$ cat src/rtl/context_sign_restore_pkg.sv
// Shared constants, stage payload types and the modulo-range/clamp helper
// used by the JPEG-LS decoder context-sign restore stage.
package context_sign_restore_pkg;

  localparam int Q_LENGTH = 4;
  localparam int BPP      = 8;
  localparam int ERR_W    = BPP + 1;
  localparam int MAXVAL   = (1 << BPP) - 1;
  localparam int RANGE    = MAXVAL + 1;
  // Px (0..MAXVAL) plus a restored error of up to +/-2^(ERR_W-1) needs two guard bits.
  localparam int SUM_W    = BPP + 2;

  localparam logic signed [SUM_W-1:0] RANGE_S  = SUM_W'(RANGE);
  localparam logic signed [SUM_W-1:0] MAXVAL_S = SUM_W'(MAXVAL);

  typedef logic signed [Q_LENGTH-1:0] q_t;

  typedef struct packed {
    logic sign;
    q_t   q1;
    q_t   q2;
    q_t   q3;
  } ctx_t;

  typedef struct packed {
    ctx_t                    ctx;
    logic signed [ERR_W-1:0] err;
    logic [BPP-1:0]          px;
  } s1_t;

  typedef struct packed {
    ctx_t                    ctx;
    logic signed [SUM_W-1:0] sum;
  } s2_t;

  typedef struct packed {
    ctx_t           ctx;
    logic [BPP-1:0] rx;
  } s3_t;

  // Fold the sum back into one RANGE window, then clamp to the sample range.
  function automatic logic [BPP-1:0] wrap_clamp(input logic signed [SUM_W-1:0] sum);
    logic signed [SUM_W-1:0] w;
    logic [BPP-1:0]          r;
    if (sum[SUM_W-1]) begin
      w = sum + RANGE_S;
    end else if (sum > MAXVAL_S) begin
      w = sum - RANGE_S;
    end else begin
      w = sum;
    end
    if (w[SUM_W-1]) begin
      r = '0;
    end else if (w > MAXVAL_S) begin
      r = BPP'(MAXVAL);
    end else begin
      r = w[BPP-1:0];
    end
    return r;
  endfunction

endpackage

$ cat src/rtl/context_sign_restore_norm.sv
// Combinational context sign detection and normalisation; shared with the
// encoder so both sides derive an identical sign from (Q1, Q2, Q3).
module context_sign_norm
  import context_sign_restore_pkg::*;
(
  input  q_t   q1,
  input  q_t   q2,
  input  q_t   q3,
  output logic sign,
  output q_t   q1_n,
  output q_t   q2_n,
  output q_t   q3_n
);

  always_comb begin
    sign = 1'b0;
    if (q1 != '0) begin
      sign = q1[Q_LENGTH-1];
    end else if (q2 != '0) begin
      sign = q2[Q_LENGTH-1];
    end else begin
      sign = q3[Q_LENGTH-1];
    end
  end

  assign q1_n = sign ? -q1 : q1;
  assign q2_n = sign ? -q2 : q2;
  assign q3_n = sign ? -q3 : q3;

endmodule

$ cat src/rtl/context_sign_restore.sv
// Three-stage valid/ready pipeline: context sign normalisation, error sign
// restore plus prediction add, then modulo reduction and clamp to Rx.
module context_sign_restore
  import context_sign_restore_pkg::*;
(
  input  logic                clk,
  input  logic                rst,
  input  logic                in_valid,
  output logic                in_ready,
  input  logic [Q_LENGTH-1:0] q1_in,
  input  logic [Q_LENGTH-1:0] q2_in,
  input  logic [Q_LENGTH-1:0] q3_in,
  input  logic [ERR_W-1:0]    err_in,
  input  logic [BPP-1:0]      px_in,
  output logic                out_valid,
  input  logic                out_ready,
  output logic                sign_out,
  output logic [Q_LENGTH-1:0] q1_out,
  output logic [Q_LENGTH-1:0] q2_out,
  output logic [Q_LENGTH-1:0] q3_out,
  output logic [BPP-1:0]      rx_out
);

  logic ready_en_q, ready_en_d;
  logic v1_q, v1_d;
  logic v2_q, v2_d;
  logic v3_q, v3_d;
  s1_t  s1_q, s1_d;
  s2_t  s2_q, s2_d;
  s3_t  s3_q, s3_d;

  logic adv1, adv2, adv3;
  logic in_fire;

  logic norm_sign;
  q_t   norm_q1, norm_q2, norm_q3;

  logic signed [ERR_W:0]   err_ext;
  logic signed [ERR_W:0]   errval;
  logic signed [SUM_W-1:0] sum;

  assign adv3     = !v3_q || out_ready;
  assign adv2     = !v2_q || adv3;
  assign adv1     = !v1_q || adv2;
  // Input side stays closed until the first clock after reset release.
  assign in_ready = adv1 && ready_en_q;
  assign in_fire  = in_valid && in_ready;

  context_sign_norm u_norm (
    .q1   (q_t'(q1_in)),
    .q2   (q_t'(q2_in)),
    .q3   (q_t'(q3_in)),
    .sign (norm_sign),
    .q1_n (norm_q1),
    .q2_n (norm_q2),
    .q3_n (norm_q3)
  );

  // One extra bit so that negating the most negative error cannot overflow.
  assign err_ext = (ERR_W + 1)'(s1_q.err);
  assign errval  = s1_q.ctx.sign ? -err_ext : err_ext;
  assign sum     = SUM_W'(errval) + SUM_W'(signed'({1'b0, s1_q.px}));

  always_comb begin
    ready_en_d = 1'b1;
    v1_d       = v1_q;
    v2_d       = v2_q;
    v3_d       = v3_q;
    s1_d       = s1_q;
    s2_d       = s2_q;
    s3_d       = s3_q;

    if (adv1) begin
      v1_d = in_fire;
      if (in_fire) begin
        s1_d.ctx.sign = norm_sign;
        s1_d.ctx.q1   = norm_q1;
        s1_d.ctx.q2   = norm_q2;
        s1_d.ctx.q3   = norm_q3;
        s1_d.err      = signed'(err_in);
        s1_d.px       = px_in;
      end
    end

    if (adv2) begin
      v2_d = v1_q;
      if (v1_q) begin
        s2_d.ctx = s1_q.ctx;
        s2_d.sum = sum;
      end
    end

    if (adv3) begin
      v3_d = v2_q;
      if (v2_q) begin
        s3_d.ctx = s2_q.ctx;
        s3_d.rx  = wrap_clamp(s2_q.sum);
      end
    end
  end

  always_ff @(posedge clk or posedge rst) begin
    if (rst) begin
      ready_en_q <= 1'b0;
      v1_q       <= 1'b0;
      v2_q       <= 1'b0;
      v3_q       <= 1'b0;
      s1_q       <= '0;
      s2_q       <= '0;
      s3_q       <= '0;
    end else begin
      ready_en_q <= ready_en_d;
      v1_q       <= v1_d;
      v2_q       <= v2_d;
      v3_q       <= v3_d;
      s1_q       <= s1_d;
      s2_q       <= s2_d;
      s3_q       <= s3_d;
    end
  end

  assign out_valid = v3_q;
  assign sign_out  = s3_q.ctx.sign;
  assign q1_out    = s3_q.ctx.q1;
  assign q2_out    = s3_q.ctx.q2;
  assign q3_out    = s3_q.ctx.q3;
  assign rx_out    = s3_q.rx;

endmodule

$ cat config.mk
export PLATFORM = sky130hd
export DESIGN_NAME = context_sign_restore
export DESIGN_NICKNAME = d
export VERILOG_FILES = /design/src/rtl/context_sign_restore_pkg.sv /design/src/rtl/context_sign_restore_norm.sv /design/src/rtl/context_sign_restore.sv
export SDC_FILE = /design/constraint.sdc
export NUM_CORES = 1
export LEC_CHECK = 0
export CORE_MARGIN = 2
export CORE_UTILIZATION = 53
export CTS_CLUSTER_DIAMETER = 100
export DETAILED_ROUTE_END_ITERATION = 10
export PLACE_DENSITY_LB_ADDON = 0.2
export SLEW_MARGIN = 0
export SYNTH_ARGS = -nofsm -noshare
export SYNTH_HDL_FRONTEND = slang
export SYNTH_SLANG_ARGS = --single-unit
$ cat constraint.sdc
create_clock -name clk -period 2.8 [get_ports clk]
set_input_delay 0.56 -clock clk [delete_from_list [all_inputs] [get_ports clk]]
set_output_delay 0.56 -clock clk [all_outputs]
set_load 0.05 [all_outputs]
==> results.py <==
metrics = {
    "logic_synthesis": {
        "avgSynthCellArea_um2": 11.3,
        "yosysSeqAreaShare_pct": 53.5,
        "synth_top_area_share_pct": 53.5,
        "synth.distinct_cells": 39,
        "synthFlopType": "dfrtp_1",
        "synth_most_common_cell": "dfrtp_1",
        "synth_area_leader_cell": "dfrtp_1",
        "ys_seq_elements": 78,
        "syn_nets": 371,
        "synth_commonest_cells": "dfrtp_1 (78), nand2_1 (43), mux2_2 (29)",
        "async_reset_ff_share_pct": 100,
        "synth_edf_count": 0,
        "synthCells": 324,
        "ys_warn_count": 0,
        "syn-cell-area_um2": 3650,
        "netlist_top_cells_area": "dfrtp_1 (54%), mux2_2 (9.0%), mux2_1 (4.6%)",
    },
    "die": {
        "coreArea_um2": 6720,
        "initial_utilization_pct": 54.3,
        "rows": 30,
        "die_area_um2": 7560,
        "die_h_um": 86.9,
        "die_w_um": 86.9,
        "ioPinCount": 56,
    },
    "global_route": {
        "gr-usage-all-layers_pct": 19.9,
        "grt_pass1_wl_um": 11600,
        "grt_pass1_vias": 2479,
        "grt-ovfl-total": 0,
        "antenna_found_initial": 0,
        "grt_max_degree": 79,
    },
    "timing": {
        "final.period_utilization_pct": 89.3,
        "period_needed_ps": 2500,
        "rsz0062_at_grt": "false",
        "max_freq_mhz": 400,
        "slew_headroom_pct": 64.6,
        "tightest_slew_ps": 531,
        "drv_slew": 0,
        "finalSetupViolCount": 0,
        "fin_skew_ps": 5.33,
        "finalWorstSetupSlack_ps": 301,
        "setup-tns-final_ps": 0,
        "finalHoldViolCount": 0,
        "whs_ps": 480,
    },
    "pwr": {
        "power_density_nw_per_um2": 929,
        "leakage_nw": 2.05,
        "irDropWorstVdd_mv": 0.425,
        "p_total_w": 0.00422,
    },
    "cells_and_area": {
        "fin_nets": 431,
        "layout.cells.non_filler": 469,
        "antenna_cells": 0,
        "areaGrowthSynthToFinish_pct": 24.5,
        "drive_gt1_share_pct": 14.1,
    },
    "setup_path": {
        "r2r_setup_slack_ps": 300,
        "path_max_fanout": 5,
        "crit_arrival_ps": 2730,
        "crit_start": "err_ext[0]",
        "timing.rr.end": "s2_q[8]",
        "critPathLaunchType": "flip-flop",
        "endpoint": "s2_q[8]",
        "rr_startpoint": "err_ext[0]",
        "worstPathRequired_ps": 3030,
        "end_kind": "flip-flop",
        "r2r.worst_path.cells": 10,
        "critPathKind": "reg2reg",
    },
    "drt": {
        "drc": 0,
        "first_pass_iters": 5,
        "vias": 2500,
        "vias_per_cell": 5.33,
        "ant_nets": 0,
        "avgRoutedWirePerCell_um": 14.4,
        "routed_wirelength_um": 6740,
        "drt_iter0_markers": 92,
    },
    "cts": {
        "post_cts_buffers": 0,
        "cts_buffers": 9,
        "clk_latency_ps": 350,
        "hold_buffers": 0,
        "ctsLongestPathBuffers": 2,
        "clock_sinks": 78,
        "root_buffer": "clkbuf_8",
        "path_clk_slew_ps": 80,
        "cts-resized-gates": 0,
        "cts_tree": "yes",
        "htree_levels": 3,
    },
    "placement": {
        "io_buffer_count": 55,
        "place_ws_ps": 290,
        "dpl.cell_count": 453,
        "gp_congestion": 0.869,
        "hpwlAfterDp_um": 4840,
    },
    "flow_run": {
        "maxCapViolations": 0,
    },
    "run_status": {
        "status": "complete, no violations",
    },
    "hold_path": {
        "min_path_type": "reg2reg",
    },
}
-- worst max-delay path: stages (launching register included) --
cell and delay [ps]:
dfrtp_1 410, inv_1 60, ha_1 280, nand2_1 60, o21ai_0 160, fa_1 480, a211oi_1 220, o21bai_1 140
a221oi_1 340, xnor2_1 160, o21ai_1 70
-- worst min path at each step --
stage	start	to	cells past startpoint
2_1_floorplan	s1_q[28]	s1_q[28]	2
3_3_place_gp	s1_q[17]	s1_q[17]	2
3_5_place_dp	s1_q[17]	s1_q[17]	2
4_1_cts	s1_q[28]	s1_q[28]	2
5_1_grt	s1_q[23]	s2_q[16]	1
6_report	s1_q[28]	s1_q[28]	2
-- kinds of logic after synthesis --
| logic type | after synthesis | share of synthesized area (%) |
|---|---|---|
| AOI/OAI and AO/OA | 61 | 9.75 |
| xor gates and xnor gates | 21 | 5.04 |
| adders and majority gates | 14 | 5.01 |
| buffers and inverters | 24 | 2.75 |
| DFF | 78 | 53.5 |
| muxes | 47 | 14.4 |
| other | 1 | 0.103 |
| and+or+nand+nor | 78 | 9.40 |
-- layout by cell type (no fill, tap or decap), types with 4 or more instances in the layout --
cell	count
ha_1	13
nand2b_1	4
a31oi_1	4
nor2_1	16
buf_12	4
inv_1	11
clkdlybuf4s50_1	54
xnor2_1	15
o21ai_0	17
mux2_2	29
xor2_1	6
o21ai_1	17
a21oi_1	10
clkbuf_8	11
mux2_1	15
nor3_1	5
dfrtp_1	78
nand2_1	43
-- state kept, by name (all words and copies together), names as in the netlist, 4 cells and up --
register	count
s1_q	21
q1_out	4
q2_out	4
err_ext	9
q3_out	4
s2_q	23
rx_out	8
-- power by group --
| part | leakage, nW | internal, W | total (W) | switching (W) |
|---|---|---|---|---|
| logic | 0.984 | 0.000700 | 0.00171 | 0.00101 |
| registers | 0.961 | 0.00145 | 0.00165 | 0.000202 |
| clock network | 0.106 | 0.000460 | 0.000860 | 0.000400 |
-- routing by layer --
layer | share of wire [%] | wire length (um) | GRT usage [%] | vias to the layer above
li1 | - | - | - | 1237
met4 | 0.85 | 57 | 5.97 | 0
met1 | 47 | 3160 | 26.8 | 1191
met2 | 47 | 3200 | 31.2 | 66
met3 | 4.8 | 321 | 6.16 | 6
met5 | 0 | 0 | 0 | -
-- final cells by class --
class / instances / area (um^2)
Sequential cell: 78 / 1950
Fill cell: 520 / 2180
Tap cell: 80 / 100
Clock buffer: 11 / 151
Multi-Input combinational cell: 222 / 1590
Clock inverter: 5 / 56.3
Timing Repair Buffer: 60 / 636
Inverter: 13 / 48.8
-- per-stage QoR --
stage	instance area (um^2)	util [%]
floorplan	3650	-
global placement	4330	64.5
detailed placement	4330	64.5
CTS	4540	67.5
global route	4540	67.5
finish	4540	67.5
No activity file was read; power rests on OpenSTA's default activity.
